File: src/rtl/vga_scanout.sv
// vga_scanout: 160x120x3 framebuffer scanout with 640x480@60 VGA timing and 4x4 pixel replication
// Ports: CLOCK_50/resetn clock and async active-low reset; rd_addr/rd_data framebuffer read port
// (sync RAM, one cycle latency); VGA_* pins; frame_start pulse at the frame wrap; vblank status.
module vga_scanout #(
    parameter int H_VIS  = 640,
    parameter int H_FP   = 16,
    parameter int H_SYNC = 96,
    parameter int H_BP   = 48,
    parameter int V_VIS  = 480,
    parameter int V_FP   = 10,
    parameter int V_SYNC = 2,
    parameter int V_BP   = 33
) (
    input  logic        CLOCK_50,
    input  logic        resetn,
    output logic [14:0] rd_addr,
    input  logic [2:0]  rd_data,
    output logic        VGA_CLK,
    output logic        VGA_HS,
    output logic        VGA_VS,
    output logic        VGA_BLANK_N,
    output logic        VGA_SYNC_N,
    output logic [9:0]  VGA_R,
    output logic [9:0]  VGA_G,
    output logic [9:0]  VGA_B,
    output logic        frame_start,
    output logic        vblank
);
    localparam logic [9:0] H_VIS_W = 10'(H_VIS);
    localparam logic [9:0] HS_BEG  = 10'(H_VIS + H_FP);
    localparam logic [9:0] HS_END  = 10'(H_VIS + H_FP + H_SYNC);
    localparam logic [9:0] H_LAST  = 10'(H_VIS + H_FP + H_SYNC + H_BP - 1);
    localparam logic [9:0] V_VIS_W = 10'(V_VIS);
    localparam logic [9:0] VS_BEG  = 10'(V_VIS + V_FP);
    localparam logic [9:0] VS_END  = 10'(V_VIS + V_FP + V_SYNC);
    localparam logic [9:0] V_LAST  = 10'(V_VIS + V_FP + V_SYNC + V_BP - 1);

    logic        phase_q, phase_d;
    logic [9:0]  hcount_q, hcount_d, vcount_q, vcount_d;
    logic [14:0] rd_addr_q, rd_addr_d;
    logic        visible_q, visible_d, hs_raw_q, hs_raw_d, vs_raw_q, vs_raw_d;
    logic        blank_q, blank_d, hs_q, hs_d, vs_q, vs_d;
    logic [2:0]  rgb_q, rgb_d;
    logic        h_wrap, v_wrap, visible;
    logic [6:0]  row;
    logic [7:0]  col;

    // phase_q doubles as the pixel enable: every stage advances on the edge ending a phase=1 cycle
    always_comb begin
        h_wrap    = hcount_q == H_LAST;
        v_wrap    = vcount_q == V_LAST;
        visible   = (hcount_q < H_VIS_W) && (vcount_q < V_VIS_W);
        row       = vcount_q[8:2];
        col       = hcount_q[9:2];
        phase_d   = ~phase_q;
        hcount_d  = !phase_q ? hcount_q : h_wrap ? 10'd0 : hcount_q + 10'd1;
        vcount_d  = !(phase_q && h_wrap) ? vcount_q : v_wrap ? 10'd0 : vcount_q + 10'd1;
        // row*160 built as row*128 + row*32
        rd_addr_d = (phase_q && visible) ? {1'b0, row, 7'd0} + {3'd0, row, 5'd0} + {7'd0, col} : rd_addr_q;
        visible_d = phase_q ? visible : visible_q;
        hs_raw_d  = phase_q ? !(hcount_q >= HS_BEG && hcount_q < HS_END) : hs_raw_q;
        vs_raw_d  = phase_q ? !(vcount_q >= VS_BEG && vcount_q < VS_END) : vs_raw_q;
        blank_d   = phase_q ? visible_q : blank_q;
        hs_d      = phase_q ? hs_raw_q : hs_q;
        vs_d      = phase_q ? vs_raw_q : vs_q;
        rgb_d     = phase_q ? (visible_q ? rd_data : 3'd0) : rgb_q;
    end

    always_ff @(posedge CLOCK_50 or negedge resetn) begin
        if (!resetn) begin
            phase_q   <= 1'b0;
            hcount_q  <= 10'd0;
            vcount_q  <= 10'd0;
            rd_addr_q <= 15'd0;
            visible_q <= 1'b0;
            hs_raw_q  <= 1'b1;
            vs_raw_q  <= 1'b1;
            blank_q   <= 1'b0;
            hs_q      <= 1'b1;
            vs_q      <= 1'b1;
            rgb_q     <= 3'd0;
        end else begin
            phase_q   <= phase_d;
            hcount_q  <= hcount_d;
            vcount_q  <= vcount_d;
            rd_addr_q <= rd_addr_d;
            visible_q <= visible_d;
            hs_raw_q  <= hs_raw_d;
            vs_raw_q  <= vs_raw_d;
            blank_q   <= blank_d;
            hs_q      <= hs_d;
            vs_q      <= vs_d;
            rgb_q     <= rgb_d;
        end
    end

    assign rd_addr     = rd_addr_q;
    assign VGA_CLK     = phase_q;
    assign VGA_HS      = hs_q;
    assign VGA_VS      = vs_q;
    assign VGA_BLANK_N = blank_q;
    assign VGA_SYNC_N  = 1'b0;
    assign VGA_R       = {10{rgb_q[2]}};
    assign VGA_G       = {10{rgb_q[1]}};
    assign VGA_B       = {10{rgb_q[0]}};
    assign frame_start = phase_q && h_wrap && v_wrap;
    assign vblank      = vcount_q >= V_VIS_W;
endmodule
File: config.mk
export PLATFORM = sky130hd
export DESIGN_NAME = vga_scanout
export DESIGN_NICKNAME = d
export VERILOG_FILES = /design/src/rtl/vga_scanout.sv
export SDC_FILE = /design/constraint.sdc
export NUM_CORES = 1
export LEC_CHECK = 0
export CAP_MARGIN = 40
export CORE_MARGIN = 2
export CORE_UTILIZATION = 46
export DETAILED_ROUTE_END_ITERATION = 8
export GPL_TIMING_DRIVEN = 0
export PLACE_DENSITY_LB_ADDON = 0.25
export SLEW_MARGIN = 0
export SYNTH_ARGS = -nofsm -noshare
export SYNTH_HDL_FRONTEND = slang
export SYNTH_SLANG_ARGS = --single-unit
File: constraint.sdc
create_clock -name CLOCK_50 -period 2.6 [get_ports CLOCK_50]
set_clock_uncertainty 0.1 [all_clocks]
set_input_delay 0.39 -clock CLOCK_50 [delete_from_list [all_inputs] [get_ports CLOCK_50]]
set_output_delay 0.39 -clock CLOCK_50 [all_outputs]
set_load 0.01 [all_outputs]
Word level (Yosys, flattened, before mapping)

Index checks and enable logic that the tools add are counted.

Bits in registers: 45
Input bits: 5
Word-level logic and storage cells: 36

Add/sub/neg operators: 4
Order comparisons: 7
Equality and inequality tests: 2
Mux-type cells: 3
Bitwise logic cells: 1
Reductions and logical operators: 8

Operators by type and width:

| operator                                                                              | number |
|---|---|
| 10-bit by 1-bit adder with 10-bit output (second input constant)                      | 2 |
| 10-bit equality test (second input constant)                                          | 2 |
| 10-bit by 9-bit greater-or-equal comparator with 1-bit output (second input constant) | 2 |
| 10-bit less-than comparator (second input constant)                                   | 2 |
| 10-bit by 9-bit less-than comparator with 1-bit output (second input constant)        | 2 |
| 10-bit two-way mux                                                                    | 2 |
| 14-bit by 12-bit adder with 15-bit output                                             | 1 |
| 15-bit by 8-bit adder with 15-bit output                                              | 1 |
| 10-bit greater-or-equal comparator (second input constant)                            | 1 |
| 1-bit logical AND                                                                     | 6 |
| 3-bit two-way mux                                                                     | 1 |
| 1-bit logical NOT                                                                     | 2 |
| 1-bit NOT                                                                             | 1 |

Depth between registers and ports, before layout

Gate-level depths: netlist of the first run.

Depth after elaboration: 3
Depth in mapped cells: 9
Mapped depth without buffers: 8

Worst setup path after synthesis of the first run

No wires, ideal clock.

Kind: register to register
Start: register vcount_q[2]
End: register rd_addr_q[13] (netlist: rd_addr[13])
Library setup time: 87 ps
Data arrival time: 2413 ps
Required time: 2413 ps
Slack: 1 ps
Cell stages (with the launch flop): 10
Clock period less this slack: 2599 ps
Path through: dfrtp_1 > clkbuf_1 > inv_1 > fa_1 > inv_1 > ha_1 > a211oi_1 > o21ai_0 > a2111o_1 > o211ai_1

Longest elaborated chain between the ends: 3

Ends and longest elaborated chain:

| what                                                                              | RTL line | RTL |
|---|---|---|
| from (decl)                                                                       | 39       | `logic [9:0] hcount_q, hcount_d, vcount_q, vcount_d;` |
| from (signal assigned)                                                            | 85       | `vcount_q <= vcount_d;` |
| branches (longest 3 deep; another with 14-bit by 12-bit adder with 15-bit output) | n/a      |  |
| to (signal assigned)                                                              | 86       | `rd_addr_q <= rd_addr_d;` |
| to (decl)                                                                         | 40       | `logic [14:0] rd_addr_q, rd_addr_d;` |

Several ways; the timed one is not identified.
A chain may end at the register's enable or synchronous reset.

Worst setup path after layout of the first run

Start: register hcount_q[9]
End: register rd_addr_q[13] (netlist: rd_addr[13])

Longest elaborated chain between the ends: 3

Ends and longest elaborated chain:

| what                        | RTL line | RTL |
|---|---|---|
| from (decl)                 | 39       |  |
| from (signal assigned)      | 84       | `hcount_q <= hcount_d;` |
| 10-bit less-than comparator | 52       | `visible = (hcount_q < H_VIS_W) && (vcount_q < V_VIS_W);` |
| 1-bit logical AND           | 52       |  |
| 1-bit logical AND           | 59       | `rd_addr_d = (phase_q && visible) ? {1'b0, row, 7'd0} + {3'd0, row, 5'd0} + {7'd0, col} : rd_addr_q;` |

Several ways; a longest one is shown, not always the timed one.

==> flow_results.org, run 1 <==
** GRT
- Entering global routing, the biggest net connects 32 pins.
- Via count of the first global-routing pass :: 2,080
- The first global-routing pass estimated 10.03 mm of wire.
- In the global route stage, overall resource usage came out at 19.94%.
- Total grt overflow :: 0
- The number of antenna violations at the first check in global routing was 0.

** Power
- In this run, the combinational gates consume 8.6% of the power.
- For this design the ratio of total power to cell area is 385.5 nW/µm².
- Switching power of the nets :: 302.8 µW
- Summing internal, switching and leakage power gives 1367 µW.
- Across the VDD grid, the largest voltage drop is 0.2589 mV.
- The clock network accounts for 39.5% of the total power.
- P_leak :: 0.001660 µW
- Switching fraction of total power :: 22.15%
- The internal power of the cells totals 1064 µW.
- Seq pwr share :: 51.8%

** Clock tree
- Largest buffer count on any clock path :: 2
- The H-tree generated during clock tree synthesis spans 2 levels.
- After clock tree synthesis, the clock-pin slew on the worst setup and hold paths is 0.09 ns.
- Worst skew pair latency :: 0.30 ns
- Root Driver :: clkbuf_8
- Cts bufs inserted :: 5
- CTS tree :: built
- Clock sink total :: 45

** Synth
- After synthesis the cells add up to 2673 µm².
- Share of flip-flops with an asynchronous set or reset :: 100.0%
- Per-instance average area after synthesis :: 9.444 µm²
- Mapped Cells :: 283
- dfrtp_1 is the most common cell in the netlist.
- Share of the synthesized area in the top cell type :: 38.39%
- Post-synth EDFFs :: 0
- After synthesis, the most frequently instantiated cells are 41 x dfrtp_1, 33 x nand2_1, 28 x buf_4.
- Of all cell types, the one taking the most synthesized area is dfrtp_1.
- Counting flops and latches in the post-synthesis netlist gives 45.
- In the post-synthesis netlist, the biggest area contributors are dfrtp_1 38%, ha_1 8.4%, buf_4 7.9%.
- Leading register cell type out of synthesis :: dfrtp_1
- Proportion of synthesized chip area in sequential cells :: 42.32%
- After synthesis, the netlist uses 47 different library cells.
- Number of nets in the synthesized netlist :: 308
- For this run, the number of Yosys warnings is 0.

** Critical path
- In this run the critical register-to-register path is captured at rd_addr[13].
- In this run the worst path has a maximum fanout of 3.
- Worst R2R Path Depth :: 8
- Kind of launch point of the worst setup path :: register
- Data arrives at the worst endpoint at 2.63 ns.
- Worst setup path start :: hcount_q[9]
- In this run the critical register-to-register path is launched from hcount_q[9].
- In this run the worst setup path terminates at rd_addr[13].
- Data on the critical path is required at its endpoint by 2.72 ns.
- For flop-to-flop paths, the worst setup slack is 0.09 ns.
- Endpoint class of the critical path :: register
- Startpoint-to-endpoint class of the critical path :: reg -> reg

** Timing
- The clock period could shrink to 2.508 ns.
- Derived from the worst setup path, the maximum achievable clock frequency is 398.8 MHz.
- Remaining max-slew budget at the tightest pin :: 55.62%
- Setup repair after global routing could not meet its margin everywhere.
- Setup violations remaining at the end of the flow were counted as 0.
- Final Hold Vio Count :: 0
- At the pin with the least slew margin, the transition time is 0.6622 ns.
- Of the available clock period, the critical path in the final layout requires 96.45%.
- Final Max Slew Viols :: 0
- Setup slack of the critical path after layout :: 0.09230 ns

** Finish
- Final antenna diode count :: 0
- Final instance area :: 3546 µm²
- Ratio of cells with drive above 1 in the final layout :: 18.49%
- For this run, the share of the core covered by cells in the final layout is 63.61%.
- After the last flow step, the layout net total stands at 381.
- Relative to the synthesized area, the layout overhead comes to 32.68%.

** Die
- Horizontal extent of the die :: 80.22 µm
- Io pins :: 57
- In this run the core area contains 27 standard-cell rows.
- DIE HEIGHT :: 80.22 µm
- For this configuration, the core starts out at a cell density of 47.95%.
- The total area inside the core boundary comes to 5574 µm².
- The die covers 6435 µm².

** Place
- Dpl hpwl :: 4.412 mm
- At the end of routability-driven placement, the weighted congestion stood at 0.8339.
- Prior to clock tree synthesis, the placed netlist has a worst setup slack of -0.4079 ns.
- In this run the cell area measured after placement is 3328 µm².
- In this run the tool buffered the top-level ports with 55 buffer cells.

** Outcome
- Outcome :: completed

** Routing
- First DRT Iteration DRCs :: 120
- Final antenna-violating net count :: 0
- For this run, design rule violations remaining after detail routing come to 0.
- Wire length per cell :: 13.85 µm
- Before antenna repair, the detailed router went through 4 iterations.
- In the routed layout, each cell is associated on average with a via count of 5.098.
- Via count of the routed design :: 2,187
- Overall routed net length :: 5.943 mm

** Flow run
- Max-cap violations in this run came to 0.

** Hold path
- Hold Path Class :: reg -> reg
[metrics by stage]
stage / TNS, ns / instances / hold WS, ns
final: 0 / 429 / 0.3817
after global routing: -0.05926 / 429 / 0.4120
after CTS: 0 / 422 / 0.3850
after detailed placement: -0.9389 / 411 / 0.2360
after global placement: -9.946 / 410 / 0.3576
after floorplan: 0 / 283 / -0.005591
[registers in the layout, indices dropped and copies added (netlist names)]
register     count
rd_addr         15
hcount_q        10
vcount_q        10
rgb_q            3
VGA_BLANK_N      1
VGA_CLK          1
VGA_HS           1
VGA_VS           1
hs_raw_q         1
visible_q        1
vs_raw_q         1
[critical path, cell delays in order (launching register included)]
cell	delay (ns)
dfrtp_1	0.37
inv_1	0.09
fa_1	0.60
inv_1	0.06
ha_1	0.32
a211oi_2	0.30
o21ai_1	0.13
a2111o_1	0.37
o211ai_1	0.09
[final cells by class]
class	count	area, µm²
Inverter	21	78.83
Tap cell	72	90.09
Fill cell	465	2028
Clock inverter	3	46.29
Timing Repair Buffer	67	649.4
Multi-Input combinational cell	180	1237
Buffer	36	241.5
Sequential cell	45	1134
Clock buffer	5	68.82
[kinds of logic after synthesis]
family,after synthesis,synth area share [%]
AOI/OAI and AO/OA,41,10.39
other,1,0.1403
adders and majority gates,20,9.925
DFF,45,42.32
buffers and inverters,58,12.13
muxes,4,1.639
xor gates and xnor gates,16,5.243
and+or+nand+nor,98,18.21
[routing by layer]
layer	global-route usage (%)	share of wire, %
met1	27.73	46
met2	31.25	47
met3	4.382	5.6
met4	5.763	1.3
met5	0	0
[worst min path at each step]
stage                     start  cells after the start           to
floorplan                resetn                      0  VGA_BLANK_N
global placement     rd_addr[3]                      2   rd_addr[3]
detailed placement       resetn                      1  vcount_q[3]
CTS                  rd_addr[3]                      2   rd_addr[3]
global route         rd_addr[1]                      2   rd_addr[1]
finish              rd_addr[11]                      2  rd_addr[11]
[what timing repair did]
action                                  in CTS  in global routing
hold endpoints to repair                    14                  0
setup buffers                                3                  7
hold buffers                                 1                  0
pin swaps                                    2                  1
resized for setup                            6                  1
endpoints found under the setup margin       6                  2
[power groups by stage]
stage | combinational, µW | sequential [µW] | clock, µW
after CTS | 120 | 709 | 557
final | 118 | 709 | 540
after floorplan | 46.0 | 722 | 0
after global routing | 128 | 710 | 580
after detailed placement | 119 | 723 | 0
after global placement | 114 | 722 | 0
[cell usage in the layout (no fill, tap or decap), drive strengths merged, types with 3 or more instances in the layout]
master,synthesis,layout
xor2,4,4
ha,18,18
nor4,4,4
a211oi,3,3
a21o,4,4
or2,3,3
nor3,5,5
and3,3,3
nand2,33,33
nor2,20,20
clkdlybuf4s50,0,53
clkbuf,7,11
o21ai,14,14
nand3,13,13
nand4,7,7
dfrtp,41,41
a21oi,3,3
xnor2,12,12
o211ai,3,3
mux2,3,3
and4,3,3
buf,30,42
dfstp,4,4
inv,21,21
Power figures use the tool's default switching activity.
==> inputs of run 2 (changes only) <==
Settings changed: CORE_UTILIZATION 46 to 55, DONT_BUFFER_PORTS set to 1.
==> flow_results.org, run 2 (synthesis gave the netlist of run 1 again) <==
** Timing
- The final critical path takes up 94.76% of the cycle.
- Time the final worst path needs with I/O delays and setup :: 2.464 ns
- Final Setup Violations :: 0
- Remaining max-slew budget at the tightest pin :: 53.89%
- Actual slew at the worst max-slew pin :: 0.6880 ns
- Final Hold Vio Count :: 0
- Setup repair after global routing left no endpoint under its margin.
- Final Max Slew Viols :: 0
- Based on the critical path, the design can be clocked at up to 405.9 MHz.
- Setup slack of the critical path after layout :: 0.1362 ns

** Critical path
- Startpoint-to-endpoint class of the critical path :: reg -> reg
- The worst register-to-register path ends at rd_addr[13].
- Top fanout value on the critical path :: 7
- Peak per-stage delay on the critical path :: 0.54 ns
- Series of cell instances along the critical path :: inv_1 > fa_1 > inv_1 > ha_4 > a211oi_2 > o21ai_2 > a2111o_1 > o211ai_1
- In this run the worst setup path begins at vcount_q[4].
- Cell occurring most often along the worst timing path :: inv_1
- Kind of launch point of the worst setup path :: register
- For the worst setup path, the data arrival time is 2.58 ns.
- Endpoint class of the critical path :: register
- The startpoint identified for the worst register-to-register timing path is vcount_q[4].
- Data on the critical path is required at its endpoint by 2.71 ns.
- The worst register-to-register path has a depth of 8.
- CP Capture Point :: rd_addr[13]
- On the critical path, the stage with the largest delay is an instance of fa_1.
- In this run the register-to-register setup slack is 0.14 ns.

** GRT
- Largest net degree at the start of global routing :: 46
- Summed over all layers, the global routing overflow is 0.
- Across every metal layer, demand over resource in global routing totals 20.49%.
- Via count of the first global-routing pass :: 1,798
- The first global-routing pass estimated 8.397 mm of wire.
- Number of antenna violations at the first check in global routing :: 0

** Routing
- After detailed routing, the total wire length is 5.264 mm.
- Wire length per cell :: 14.95 µm
- After detailed routing, the number of remaining DRC violations is 0.
- In this run the remaining antenna-violating nets after routing total 0.
- First DRT Iteration DRCs :: 88
- Dividing the detail-routed via count by the number of cells gives 5.599.
- First-pass DRT Iterations :: 4
- Via count of the routed design :: 1,971

** Clock tree
- For the worst-skew pair, the clock arrives at the later sink with an insertion delay of 0.30 ns.
- Cts bufs inserted :: 5
- Largest buffer count on any clock path :: 2
- Clock tree synthesis selected as its root buffer the cell clkbuf_8.
- Clock sink total :: 45
- The clock tree synthesis step divided the H-tree into 2 levels.
- Clock transition at the registers of the reported paths :: 0.08 ns
- TritonCTS built the clock tree.

** Power
- Cell internal power was estimated by the tool at 924.1 µW.
- Switching power of the nets :: 282.2 µW
- Switching fraction of total power :: 23.39%
- VDD sags by at most 0.2471 mV.
- Clock share of power :: 35.6%
- Seq pwr share :: 58.8%
- In this run the static leakage power is 0.001409 µW.
- Areal power density over the cells :: 409.7 nW/µm²
- Part of the total power dissipated in combinational logic :: 5.6%

** Finish
- Number of flip-flops under the largest register name :: 15
- Final Net Count :: 322
- Commonest cells after routing, fill and taps aside :: 38 x dfrtp_1, 33 x nand2_1, 33 x buf_4
- Cells fill 62.75% of the core in the end.
- Area grow syn2layout :: 10.16%
- Most common library cell in the layout ignoring fill and taps :: dfrtp_1
- Final antenna diode count :: 0
- Ratio of cells with drive above 1 in the final layout :: 21.14%

** Place
- Final weighted congestion in routability-driven placement :: 0.8026
- Post-Place Worst Slack :: -0.2804 ns
- The count of buffers added on input and output ports is 0.
- Detailed placement finished with a half-perimeter wire length of 3.721 mm.

** Die
- The region available for standard cell placement spans 4692 µm².
- The die is 73.71 µm wide.
- The floorplan has 25 rows.
- The initial utilization of the core area, before any placement, comes to 56.96%.
- During I/O placement, the number of pins put on the boundary was 57.
- DIE HEIGHT :: 73.71 µm
- Overall die area :: 5433 µm²

** Flow run
- Max-cap violations in this run came to 0.

** Hold path
- Hold Path Class :: in -> reg
- The startpoint identified for the worst hold timing path is rd_data[1].

** Outcome
- Outcome :: completed
[run 2: routing by layer]
metal | part of all wire (%) | GRT usage (%) | vias to the layer above
li1 | - | - | 972
met1 | 44 | 25.87 | 941
met2 | 49 | 34.03 | 52
met3 | 5.8 | 5.350 | 6
met4 | 1.2 | 6.869 | 0
met5 | 0 | 0 | -
[run 2: metrics by stage]
stage                     instance area (µm²)  hold WS [ns]  power (µW)  cells  TNS, ns
after floorplan                          2673     -0.005591       768.4    283        0
after global placement                   2740     -0.003840       771.0    337  -0.3930
after detailed placement                 2751     -0.003823       772.4    338  -0.4266
after CTS                                2903        0.1337        1227    348        0
after global routing                     2944        0.1300        1265    352        0
final                                    2944        0.1409        1206    352        0
[run 2: critical path, delay by kind of cell (launching register included)]
kind	cells	cell delay, ns
buffers and inverters	2	0.19
adders and majority gates	2	0.78
AOI/OAI and AO/OA	4	0.86
DFF	1	0.45
[run 2: area by class of cell]
| class | instances | area [µm²] |
|---|---|---|
| tap | 54 | 67.56 |
| clock inverter | 2 | 15.01 |
| inverter | 21 | 78.83 |
| fill | 408 | 1748 |
| clock buffer | 6 | 72.57 |
| buffer | 36 | 241.5 |
| sequential | 45 | 1135 |
| multi-input combinational | 180 | 1254 |
| timing repair buffer | 8 | 80.08 |
[run 2: worst min-delay path by stage]
stage                        to  slack (ns)  cells past startpoint
CTS                    rgb_q[1]        0.13                      2
detailed placement  vcount_q[1]      -0.004                      0
floorplan           VGA_BLANK_N      -0.006                      0
global placement    vcount_q[1]      -0.004                      0
global route           rgb_q[1]        0.13                      2
finish                 rgb_q[1]        0.14                      2
[run 2: power by group through the flow]
stage	sequential, µW	combinational, µW	clock, µW
3_5_place_dp	724	48.9	0
4_1_cts	710	69.4	448
6_report	709	67.5	430
3_3_place_gp	723	48.0	0
2_1_floorplan	722	46.0	0
5_1_grt	711	74.4	479
[run 2: what timing repair did]
action	in CTS	in global routing
setup buffers	1	4
pin swaps	1	3
hold buffers	2	0
resized for setup	5	5
endpoints found under the hold margin	45	0
setup endpoints to repair	5	2
==> inputs of run 3 (changes only) <==
Settings changed: CAP_MARGIN 40 to 20.
Clock period 2.6 ns to 2.4 ns, I/O delays scaled along.
==> flow_results.org, run 3 (synthesis gave the netlist of run 1 again) <==
** Timing
- The tightest hold path in the finished design has a slack of 0.1064 ns.
- Setup violations remaining at the end of the flow were counted as 0.
- In the finished design, the share of the clock period the worst path needs comes to 97.76%.
- Timing would allow up to 426.2 MHz.
- Final Hold Vio Count :: 0
- Remaining max-slew budget at the tightest pin :: 57.54%
- The worst path in the final design needs a cycle of 2.346 ns, including I/O delays and setup.
- For the pin with the worst max-slew slack, the measured transition is 0.6334 ns.
- The number of max-slew violations in the final report was 0.

** Finish
- Area grow syn2layout :: 15.12%
- Most common library cell in the layout ignoring fill and taps :: buf_4
- Fill cells in the final layout number 375.
- Multi-input gate area in the final layout :: 1276 µm²
- Final antenna diode count :: 0
- The sequential cells in the finished layout cover a total of 1139 µm².
- Ratio of cells with drive above 1 in the final layout :: 27.74%
- Final Net Count :: 334
- Non-filler instance count after layout :: 364
- The register with the most flip-flops in the layout has 15 of them.
- Leaving out fill and tap cells, the most frequent cells in the layout are 45 x buf_4, 35 x dfrtp_1, 33 x nand2_1.

** Critical path
- The critical path is of the reg -> out type.
- Required time reported for the critical path endpoint :: 1.94 ns
- Slowest CP cell :: or4b_4
- The number of buffers and inverters on the critical path is 1.
- Along the worst path, the maximum fanout reaches 5.
- In this design, the stage delay of the slowest critical-path cell is 0.55 ns.
- The kind of cell with the highest combined delay along the critical path is simple AND/OR/NAND/NOR gates.
- The signal on the critical path passes through or4b_4 > buf_6 > nor4_4.
- STA classifies the critical path startpoint as a register.
- Data arrives at the worst endpoint at 1.89 ns.
- Endpoint class of the critical path :: output port

** Die
- The core region is 4692 µm².
- 57 I/O pins were placed.
- Initial Utilization :: 56.96%
- Measured along the x axis, the die boundary spans 73.71 µm.
- DIE HEIGHT :: 73.71 µm
- # rows :: 25
- The floorplan step defined a die boundary enclosing 5433 µm².

** Clock tree
- Clock sink total :: 45
- Largest buffer count on any clock path :: 2
- Clock transition at the registers of the reported paths :: 0.09 ns
- The H-tree was split into 2 levels.
- TritonCTS built the clock tree.
- The tree is rooted in a clkbuf_8.
- Cts bufs inserted :: 5
- The later pin in the worst-skew pair is clocked with a latency of 0.30 ns.

** Routing
- Via count of the routed design :: 2,051
- First-pass DRT Iterations :: 4
- First DRT Iteration DRCs :: 118
- Overall routed net length :: 5.497 mm
- Final routed DRC violation total :: 0
- In the final routed layout, each cell accounts on average for 15.10 µm.
- Using the TritonRoute via totals, the vias-per-cell ratio works out to 5.635.
- Final antenna-violating net count :: 0

** Flow run
- Across the run, the number of max-cap violations was 0.

** Outcome
- The flow ran to the end, and the final reports show no timing, DRC or antenna violations.

** GRT
- GRT Total Usage :: 20.90%
- Wire length of the first global-routing pass :: 8.776 mm
- For this run the aggregate overflow at the end of global routing stands at 0.
- Via count of the first global-routing pass :: 1,902
- Largest net degree at the start of global routing :: 46
- Number of antenna violations at the first check in global routing :: 0

** Place
- The number of placed instances, taps included, is 337.
- Port buffer count :: 0
- Dpl hpwl :: 3.747 mm
- The congestion estimate from routability-driven global placement came to 0.8501.

** Power
- For this design the static power due to leakage is 0.001468 µW.
- Areal power density over the cells :: 425.9 nW/µm²
- VDD sags by at most 0.2775 mV.

** Hold path
- The worst hold path belongs to the class in -> reg.
## run 3: path summary, 6_finish.rpt
path	startpoint	end	slack [ns]	cells past startpoint
max reg2reg	vcount_q[5]	rd_addr[13]	0.06	6
min in group asynchronous	resetn	rgb_q[0]	0.46	2
min reg2reg	hs_raw_q	hs_raw_q	0.39	2
min	rd_data[1]	rgb_q[1]	0.11	2
max	hcount_q[6]	frame_start	0.05	3
max in group asynchronous	resetn	VGA_HS	1.47	2
## run 3: layer usage
metal	vias to the layer above	global-route usage, %	wire (µm)
met3	11	4.527	316
met4	0	8.889	117
met5	-	0	0
met1	986	26.62	2425
li1	995	-	-
met2	59	34.23	2637
## run 3: what timing repair did
item,4_1_cts,5_1_grt
hold endpoints to repair,45,0
hold buffers,2,0
pin swaps,7,4
buffers inserted,8,9
endpoints found under the setup margin,10,7
gates resized for setup,7,18
## run 3: power breakdown
part	total, µW	leakage [µW]	switching, µW	internal, µW
combinational	73.2	0.000866	37.5	35.6
clock	469	0.0000374	263	205
sequential	768	0.000564	8.27	760
total	1310	0.00147	309	1000
## run 3: final cells by class
type / count / area share (%)
plain buffers: 37 / 8.540
clock buffers: 6 / 2.359
clock inverters: 2 / 0.4880
inverters: 21 / 2.562
multi-input cells: 180 / 41.48
flip-flops and latches: 45 / 37.01
well taps: 54 / 2.196
repair buffers: 19 / 5.368
## run 3: per-stage QoR
| stage | setup TNS [ns] | utilization (%) | power [µW] | setup WS, ns | instance area (µm²) |
|---|---|---|---|---|---|
| after floorplan | 0 | - | 832.4 | 0.01824 | 2688 |
| after global placement | -0.6724 | 58.72 | 835.4 | -0.1665 | 2755 |
| after detailed placement | -0.9212 | 58.72 | 836.8 | -0.1852 | 2755 |
| after CTS | 0 | 63.57 | 1327 | 0.0008391 | 2983 |
| after global routing | -0.01365 | 65.57 | 1363 | -0.01017 | 3077 |
| final | 0 | 65.57 | 1310 | 0.05385 | 3077 |
